--- config.mk ---
export PLATFORM = sky130hd
export DESIGN_NAME = alu_exec_stage
export DESIGN_NICKNAME = d
export VERILOG_FILES = /design/src/rtl/alu_exec_stage.sv
export SDC_FILE = /design/constraint.sdc
export NUM_CORES = 1
export LEC_CHECK = 0
export BUFFER_PORTS_ARGS = -buffer_cell sky130_fd_sc_hd__buf_2
export CORE_MARGIN = 2
export CORE_UTILIZATION = 45
export DETAILED_ROUTE_END_ITERATION = 8
export PLACE_DENSITY = 0.65
export SLEW_MARGIN = 40
export SYNTH_ARGS = -nofsm -noshare
export SYNTH_HDL_FRONTEND = slang
export SYNTH_SLANG_ARGS = --single-unit
--- constraint.sdc ---
create_clock -name clk -period 4.53 [get_ports clk]
set_input_delay 0.2265 -clock clk [delete_from_list [all_inputs] [get_ports clk]]
set_output_delay 0.2265 -clock clk [all_outputs]
set_load 0.03 [all_outputs]
--- src/rtl/alu_exec_stage.sv ---
// Execute-stage ALU: ADD/SLL/AND/NEQ/SLT/SUB with registered result and zero flag, valid/ready on both sides.
// Define ALU_FAST_SHIFT_EN for a single-cycle barrel-shift SLL; by default SLL shifts one bit per cycle.
module alu_exec_stage #(
    parameter int unsigned XLEN    = 32,
    parameter int unsigned SHAMT_W = 5
) (
    input  logic              clk,
    input  logic              rst_n,
    input  logic              flush,
    input  logic              in_valid,
    output logic              in_ready,
    input  logic [2:0]        alu_ctrl,
    input  logic [XLEN-1:0]   op_a,
    input  logic [XLEN-1:0]   op_b,
    output logic              out_valid,
    input  logic              out_ready,
    output logic [XLEN-1:0]   result,
    output logic              zero
);

    localparam logic [2:0] OP_ADD = 3'b000;
    localparam logic [2:0] OP_SLL = 3'b001;
    localparam logic [2:0] OP_AND = 3'b010;
    localparam logic [2:0] OP_NEQ = 3'b011;
    localparam logic [2:0] OP_SLT = 3'b100;
    localparam logic [2:0] OP_SUB = 3'b101;

`ifdef ALU_FAST_SHIFT_EN
    typedef enum logic [1:0] {
        IDLE = 2'd0,
        HOLD = 2'd2
    } state_t;
`else
    typedef enum logic [1:0] {
        IDLE  = 2'd0,
        SHIFT = 2'd1,
        HOLD  = 2'd2
    } state_t;
`endif

    state_t            state_q, state_d;
    logic [XLEN-1:0]   result_q, result_d;
    logic              zero_q, zero_d;
    logic              valid_q, valid_d;
    logic              accept;
`ifndef ALU_FAST_SHIFT_EN
    logic [XLEN-1:0]   acc_q, acc_d;
    logic [SHAMT_W-1:0] cnt_q, cnt_d;
    logic [XLEN-1:0]   acc_shl;
`endif

    // Single-cycle ops; in the iterative build SLL only reaches here with shamt == 0.
    function automatic logic [XLEN-1:0] alu_eval(
        input logic [2:0]      ctrl,
        input logic [XLEN-1:0] a,
        input logic [XLEN-1:0] b
    );
        logic [XLEN-1:0] r;
        case (ctrl)
            OP_ADD:  r = a + b;
`ifdef ALU_FAST_SHIFT_EN
            OP_SLL:  r = a << b[SHAMT_W-1:0];
`else
            OP_SLL:  r = a;
`endif
            OP_AND:  r = a & b;
            OP_NEQ:  r = XLEN'(a != b);
            OP_SLT:  r = XLEN'($signed(a) < $signed(b));
            OP_SUB:  r = a - b;
            default: r = '0;
        endcase
        return r;
    endfunction

    assign in_ready = (state_q == IDLE) || ((state_q == HOLD) && out_ready);
    assign accept   = in_valid && in_ready;

    assign out_valid = valid_q;
    assign result    = result_q;
    assign zero      = zero_q;

`ifndef ALU_FAST_SHIFT_EN
    assign acc_shl = acc_q << 1;
`endif

    // Next-state and datapath update.
    always_comb begin
        state_d  = state_q;
        result_d = result_q;
        zero_d   = zero_q;
        valid_d  = valid_q;
`ifndef ALU_FAST_SHIFT_EN
        acc_d    = acc_q;
        cnt_d    = cnt_q;
`endif

        case (state_q)
            IDLE: begin
                valid_d = 1'b0;
            end
`ifndef ALU_FAST_SHIFT_EN
            SHIFT: begin
                acc_d = acc_shl;
                cnt_d = cnt_q - SHAMT_W'(1);
                if (cnt_q == SHAMT_W'(1)) begin
                    state_d  = HOLD;
                    result_d = acc_shl;
                    zero_d   = (acc_shl == '0);
                    valid_d  = 1'b1;
                end
            end
`endif
            HOLD: begin
                if (out_ready) begin
                    state_d = IDLE;
                    valid_d = 1'b0;
                end
            end
            default: begin
                state_d = IDLE;
                valid_d = 1'b0;
            end
        endcase

        if (accept) begin
`ifndef ALU_FAST_SHIFT_EN
            if ((alu_ctrl == OP_SLL) && (op_b[SHAMT_W-1:0] != '0)) begin
                state_d = SHIFT;
                acc_d   = op_a;
                cnt_d   = op_b[SHAMT_W-1:0];
                valid_d = 1'b0;
            end else
`endif
            begin
                state_d  = HOLD;
                result_d = alu_eval(alu_ctrl, op_a, op_b);
                zero_d   = (alu_eval(alu_ctrl, op_a, op_b) == '0);
                valid_d  = 1'b1;
            end
        end

        // Flush discards anything in flight, including an op accepted on this edge.
        if (flush) begin
            state_d  = IDLE;
            result_d = '0;
            zero_d   = 1'b0;
            valid_d  = 1'b0;
`ifndef ALU_FAST_SHIFT_EN
            acc_d    = '0;
            cnt_d    = '0;
`endif
        end
    end

    always_ff @(posedge clk or negedge rst_n) begin
        if (!rst_n) begin
            state_q  <= IDLE;
            result_q <= '0;
            zero_q   <= 1'b0;
            valid_q  <= 1'b0;
`ifndef ALU_FAST_SHIFT_EN
            acc_q    <= '0;
            cnt_q    <= '0;
`endif
        end else begin
            state_q  <= state_d;
            result_q <= result_d;
            zero_q   <= zero_d;
            valid_q  <= valid_d;
`ifndef ALU_FAST_SHIFT_EN
            acc_q    <= acc_d;
            cnt_q    <= cnt_d;
`endif
        end
    end

endmodule

==> results of run 1 <==
-- layer usage --
layer / GRT usage / vias up / wire length [um]
met4: 0.0842 / 0 / 740
met1: 0.485 / 4747 / 15300
met3: 0.0570 / 56 / 3180
met2: 0.489 / 509 / 14100
met5: 0 / - / 0
li1: - / 4566 / -
-- power by group --
group          leakage (uW)  total, uW  internal (uW)  switching, uW
clock network      0.000141        657            393            263
logic               0.00304       1020            339            679
registers          0.000973        717            685           32.2
-- layout by cell type (no fill, tap or decap), drive strengths merged, types with 6 or more instances in the layout --
| cell | instances |
|---|---|
| or3 | 7 |
| o21ai | 47 |
| and2 | 8 |
| ha | 66 |
| o21bai | 7 |
| nand3b | 8 |
| nand3 | 23 |
| a311oi | 48 |
| nor3 | 21 |
| a21o | 15 |
| a221o | 7 |
| nand4 | 15 |
| inv | 64 |
| a211oi | 28 |
| mux2i | 7 |
| nor2 | 126 |
| o22ai | 6 |
| dfrtp | 72 |
| a31oi | 10 |
| buf | 131 |
| nor2b | 19 |
| o221ai | 6 |
| o211ai | 14 |
| o31ai | 14 |
| nand2b | 11 |
| o2111ai | 7 |
| nand2 | 192 |
| nor4 | 23 |
| xnor2 | 9 |
| a221oi | 11 |
| nor3b | 6 |
| a21oi | 92 |
| a22oi | 20 |
| clkbuf | 11 |
| and3 | 21 |
-- metrics by stage --
stage / utilization / total power, uW / area (sq um) / hold slack [ps] / setup slack, ps
final: 0.512 / 2390 / 9540 / 227 / 656
after global routing: 0.512 / 2510 / 9540 / 241 / 526
after CTS: 0.512 / 2370 / 9540 / 217 / 807
after detailed placement: 0.496 / 1710 / 9260 / 232 / 497
after global placement: 0.496 / 1720 / 9250 / 400 / 388
after floorplan: - / 1380 / 8550 / -69.1 / 1300
-- cell type report --
type                    instances  area, sq um  area share
multi-input cells             976         6200       0.650
flip-flops and latches         72         1800       0.189
repair buffers                132          731      0.0766
well taps                     234          293      0.0307
clock buffers                  11          253      0.0265
inverters                      65          244      0.0256
clock inverters                 4         20.0     0.00210
-- worst reg2reg max path, cell delays in order (launching register included) --
cell      delay (ps)
dfrtp_1          400
nand2b_1         130
nand3b_1         170
or2_2            340
a221oi_1         360
or3b_1           400
nor4_1           340
nand4b_1         150
nor4_1           300
and4b_1          260
nor4b_1          280
a41o_1           210
-- registers in the layout, indices dropped and copies added (netlist names) --
signal and flops:
cnt_q 5, state_q 2, out_valid 1, zero 1
result 32, acc_q 31
-- final timing paths --
kind	startpoint	endpoint	slack, ps	cells after the start
min in group asynchronous	rst_n	cnt_q[2]$_DFF_PN0_	400	2
worst min-delay path	op_a[28]	acc_q[28]$_DFF_PN0_	230	3
worst max register to register	state_q[1]$_DFFE_PN0P_	zero$_DFF_PN0_	1160	11
worst max-delay path	op_a[10]	zero$_DFF_PN0_	660	13
worst min register to register	result[0]$_DFF_PN0_	result[0]$_DFF_PN0_	530	2
max in group asynchronous	rst_n	acc_q[28]$_DFF_PN0_	3290	3
-- logic make-up after synthesis --
| family | count (synthesis) | synth area share |
|---|---|---|
| compound gates | 385 | 0.321 |
| xor+xnor | 11 | 0.0113 |
| fa+ha+maj | 68 | 0.101 |
| buf+inv | 151 | 0.0676 |
| flops | 72 | 0.211 |
| mux | 7 | 0.00820 |
| simple gates | 505 | 0.280 |
-- timing repair --
item,in CTS,in global routing
hold buffers,1,0
hold endpoints to repair,38,0
buffers inserted,0,0
==> out/metrics.csv, run 1 <==
stage,metric,value,unit
synth,"Distinct cells, synth",85,
detailed_routing,Iter 0 DRT Violations,1217,
synth,Yosys reg bits,72,
placement,Placed Cells,1478,
detailed_routing,WL/cell,22.3,um
cts,Clock Tree Buf Depth,2,
cts,H-tree Lvls,3,
floorplanning,num ports,107,
floorplanning,total die area,20100,sq um
placement,hpwl dp,25.3,mm
setup_path,"Arr. time, crit path",4150,ps
status,status,"complete, no violations",
finish,# fillers,1921,
finish,Area Overhead vs Synth,11.6,%
sta,max_slew headroom,0.475,
detailed_routing,WL final,33.3,mm
finish,Finished Layout Cells,1494,
sta,RSZ-0062 raised after global routing,no,
flow_run,max cap viols,0,
setup_path,"most used cell, CP",a211oi_1,
synth,Post-Synthesis Cells,1199,
detailed_routing,Vias,9878,
sta,final worst-path cycle share,0.855,
sta,worst slew pin tran,784,ps
setup_path,CP max stage cell,or4b_1,
setup_path,startpoint types,input pin,
floorplanning,Die Wd,142,um
cts,clk_lat worst skew,340,ps
pwr,cell area power density,251,nW/um^2
sta,final hold vios,0,
finish,Ant. Diodes,0,
detailed_routing,DRT Pass-1 Iters,6,
synth,Commonest cells post-synth,"192 x nand2_1, 126 x nor2_1, 91 x a21oi_1, 77 x clkbuf_1, 72 x dfrtp_1",
pwr,peak supply drop,0.168,mV
setup_path,cell chain of the critical path,buf_2 -> ha_1 -> or2_1 -> or3_1 -> a211oi_1 -> o31ai_1 -> or4b_1 -> nand2b_1 -> mux2i_1 -> a211oi_1 -> nand3_1 -> nor4b_1 -> a41o_1,
sta,Fin Setup TNS,0,ps
global_routing,Total GRT Usage,0.327,
setup_path,Critical Path End Type,register,
sta,worst clock skew,5.83,ps
floorplanning,die height,142,um
cts,CTS Root Cell,clkbuf_16,
pwr,Pleak,0.00416,uW
detailed_routing,Routed Antenna Nets,0,
sta,Pins Over Slew Limit,0,
global_routing,grt total ovfl,0,
synth,most common cell in the netlist,nand2_1,
finish,Nets,1396,
placement,Final GP Congestion,1.05,
synth,Mapped Area,8550,sq um
hold_path,Hold WC Path Type,in2reg,
setup_path,critical path's largest stage delay,610,ps
floorplanning,Cell Rows,50,
global_routing,vias in the first global route,9080,
setup_path,Setup CP Type,in2reg,
synth,syn_nets,1339,
floorplanning,Initial Util,0.459,
detailed_routing,vias per cell,6.61,
synth,Post-synth EDFFs,0,
synth,YS warnings,0,
setup_path,"CP delay by family, top",simple AND/OR/NAND/NOR gates,
synth,Mapped Avg Cell Area,7.13,sq um
synth,synth top area cells,"dfrtp_1 21%, ha_1 9.7%, nand2_1 8.4%",
cts,Worst-path clk slew,60,ps
floorplanning,Placeable Area,18600,sq um
global_routing,initial antenna violation count,0,
setup_path,worst path required time,4810,ps
synth,Synth Flop Type,dfrtp_1,
synth,post-synthesis sequential area ratio,0.211,
detailed_routing,# DRC,0,
synth,"FFs w/ async S/R, synth",1.00,
placement,# port buffers,106,
cts,Inserted Clock Buffers,9,
synth,Yosys top cell by area,dfrtp_1,
sta,Fmax,258,MHz
global_routing,largest net degree at the start of global routing,73,
global_routing,first-pass GRT wire length,51.6,mm
synth,Yosys top cell area share,0.211,
sta,final setup vio count,0,
setup_path,"Max FO, Critical Path",14,
finish,layout cell share with drive strength beyond 1,0.133,
cts,CTS tree,built,
cts,Num Clock Sinks,72,
setup_path,Buffers & Inverters on Critical Path,1,
sta,Tmin final,3870,ps
cts,Post-CTS Resized,0,
No activity file was read; power rests on OpenSTA's default activity.
==> run 2: changes to the inputs <==
--- a/config.mk
+++ b/config.mk
@@ -6,10 +6,11 @@
 export NUM_CORES = 1
 export LEC_CHECK = 0
 export BUFFER_PORTS_ARGS = -buffer_cell sky130_fd_sc_hd__buf_2
-export CORE_MARGIN = 2
+export CELL_PAD_IN_SITES_DETAIL_PLACEMENT = 1
+export CELL_PAD_IN_SITES_GLOBAL_PLACEMENT = 1
 export CORE_UTILIZATION = 45
 export DETAILED_ROUTE_END_ITERATION = 8
-export PLACE_DENSITY = 0.65
+export PLACE_DENSITY = 0.86
 export SLEW_MARGIN = 40
 export SYNTH_ARGS = -nofsm -noshare
 export SYNTH_HDL_FRONTEND = slang
==> run 2 against run 1 <==
  * Final area increased by 0.29%
  * Sequential share of layout area down 0.054 points
  * Core utilization rose by 0.15 points
  * Clock power up 15%
  * Clock-buffer cell count increased by 3
  * Register-to-register slack lost 90 ps
  * Critical endpoint unchanged
  * Highest routed layer unchanged
==> out/metrics.csv, run 2 (synthesis gave the netlist of run 1 again) <==
stage,metric,value,unit
sta,final hold vios,0,
floorplanning,Initial Util,0.459,
detailed_routing,WL final,37.4,mm
finish,"commonest cells after routing, fill and taps aside","191 x nand2_1, 126 x nor2_1, 106 x buf_2",
finish,max reg flops,32,
cts,CTS tree,built,
floorplanning,total die area,19600,sq um
global_routing,vias in the first global route,10200,
pwr,P_sw,1020,uW
setup_path,"most used cell, CP",a211oi_1,
sta,Fmax,263,MHz
setup_path,CP max stage cell,or4b_1,
hold_path,hold path depth,3,
setup_path,Setup CP Type,in2reg,
floorplanning,Cell Rows,50,
setup_path,"CP delay by family, top",simple AND/OR/NAND/NOR gates,
sta,final setup vio count,0,
pwr,Comb power frac,0.415,
setup_path,WP depth,13,
global_routing,largest net degree at the start of global routing,73,
detailed_routing,WL/cell,25.0,um
global_routing,grt total ovfl,0,
flow_run,max cap viols,0,
cts,Inserted Clock Buffers,9,
finish,Ant. Diodes,0,
cts,clk_lat worst skew,340,ps
pwr,sequential power share,0.286,
cts,H-tree Lvls,3,
sta,max_slew headroom,0.387,
cts,post-CTS setup buffers,0,
sta,Pins Over Slew Limit,0,
global_routing,met3 Use GR,0.0516,
placement,Final GP Congestion,1.03,
global_routing,met1 usage,0.525,
cts,Num Clock Sinks,72,
cts,Clock Tree Buf Depth,2,
setup_path,Buffers & Inverters on Critical Path,1,
pwr,total power,2530,uW
pwr,Pleak,0.00416,uW
sta,RSZ-0062 raised after global routing,no,
detailed_routing,Routed Antenna Nets,0,
global_routing,global route hottest layer,met2,
detailed_routing,DRT Pass-1 Iters,5,
finish,"commonest non-fill, non-tap cell in the layout",nand2_1,
sta,worst slew pin tran,920,ps
setup_path,Crit. Startpoint,op_a[10],
detailed_routing,Vias,10500,
floorplanning,Placeable Area,18600,sq um
pwr,cell area power density,265,nW/um^2
placement,# port buffers,106,
global_routing,M2 GR Usage,0.590,
hold_path,Hold WC Path Type,in2reg,
placement,hpwl dp,27.6,mm
setup_path,"Max FO, Critical Path",14,
pwr,Sw Ratio,0.404,
cts,Worst-path clk slew,60,ps
cts,CTS Root Cell,clkbuf_16,
setup_path,worst path required time,4800,ps
finish,layout cell share with drive strength beyond 1,0.130,
pwr,peak supply drop,0.196,mV
setup_path,Critical Path End Type,register,
sta,Tmin final,3800,ps
cts,Post-CTS Resized,0,
global_routing,Total GRT Usage,0.378,
detailed_routing,# DRC,0,
setup_path,cell chain of the critical path,buf_2 -> ha_1 -> or2_1 -> or3_1 -> a211oi_1 -> o31ai_1 -> or4b_1 -> nand2b_1 -> mux2i_1 -> a211oi_1 -> nand3_1 -> nor4b_1 -> a41o_1,
detailed_routing,Iter 0 DRT Violations,1138,
pwr,Int Power,1510,uW
setup_path,FF-to-FF path depth,11,
placement,Post-Place Setup Slack,542,ps
finish,Nets,1394,
finish,Area Overhead vs Synth,11.9,%
floorplanning,num ports,107,
setup_path,worst reg2reg startpoint,state_q[1]$_DFFE_PN0P_,
hold_path,Min-Delay Startpoint,op_a[3],
floorplanning,die height,140,um
setup_path,startpoint types,input pin,
global_routing,initial antenna violation count,0,
sta,worst clock skew,7.98,ps
sta,final worst-path setup slack,726,ps
setup_path,"Arr. time, crit path",4080,ps
status,status,"complete, no violations",
detailed_routing,vias per cell,7.04,
sta,final worst-path cycle share,0.840,
floorplanning,Die Wd,140,um
finish,# fillers,2453,
setup_path,critical path's largest stage delay,570,ps
pwr,clock network fraction of total power,0.299,
sta,Fin Setup TNS,0,ps
global_routing,first-pass GRT wire length,57.9,mm
==> run 2: cell count changes in the layout (fill, tap and decap cells not counted) <==
cell	change
buf_2	+1
a2111oi_1	+1
bufinv_16	+1
a2111oi_2	-1
clkbuf_1	+1
clkinv_2	-3
clkbuf_8	+2
buf_4	-4
buf_6	+1
==> run 2: worst min-delay path, cell delays in order <==
cell and delay [ps]:
buf_2 130, nor2_1 100, a311oi_1 60
==> run 2: final timing paths <==
kind                                         end  slack (ps)
min in group asynchronous     cnt_q[3]$_DFF_PN0_         460
setup reg to reg                  zero$_DFF_PN0_        1070
hold reg to reg            out_valid$_DFFE_PN0P_         540
hold / removal                acc_q[3]$_DFF_PN0_         220
max in group asynchronous    acc_q[22]$_DFF_PN0_        3000
setup / recovery                  zero$_DFF_PN0_         730
==> run 2: repair_timing <==
| item | 4_1_cts | 5_1_grt |
|---|---|---|
| hold endpoints to repair | 27 | 0 |
| setup endpoints to repair | 0 | 0 |
| hold buffers | 1 | 0 |
==> run 2: final cells by class <==
| type | instances | area (sq um) | area share |
|---|---|---|---|
| multi-input cells | 976 | 6200 | 0.647 |
| flip-flops and latches | 72 | 1800 | 0.188 |
| repair buffers | 130 | 717 | 0.0749 |
| well taps | 234 | 293 | 0.0306 |
| clock buffers | 14 | 284 | 0.0297 |
| inverters | 65 | 244 | 0.0255 |
| clock inverters | 2 | 35.0 | 0.00366 |
==> run 2: per-stage QoR <==
stage	hold slack, ps	cell area [sq um]	instances	utilization
6_report	221	9570	1493	0.513
4_1_cts	215	9560	1492	0.513
2_1_floorplan	-69.1	8550	1199	-
3_3_place_gp	282	9220	1475	0.495
5_1_grt	227	9570	1493	0.513
3_5_place_dp	286	9230	1475	0.495
==> run 2: routing by layer <==
metal,routed length [um],share of wire
met5,0,0
met3,3540,0.095
met4,1450,0.039
met1,15800,0.42
met2,16500,0.44
==> run 2: power by group through the flow <==
| stage | combinational (uW) | sequential [uW] | clock (uW) |
|---|---|---|---|
| 6_report | 1050 | 723 | 758 |
| 5_1_grt | 1120 | 727 | 777 |
| 4_1_cts | 1020 | 722 | 754 |
| 3_3_place_gp | 980 | 730 | 0 |
| 2_1_floorplan | 604 | 776 | 0 |
| 3_5_place_dp | 1000 | 732 | 0 |
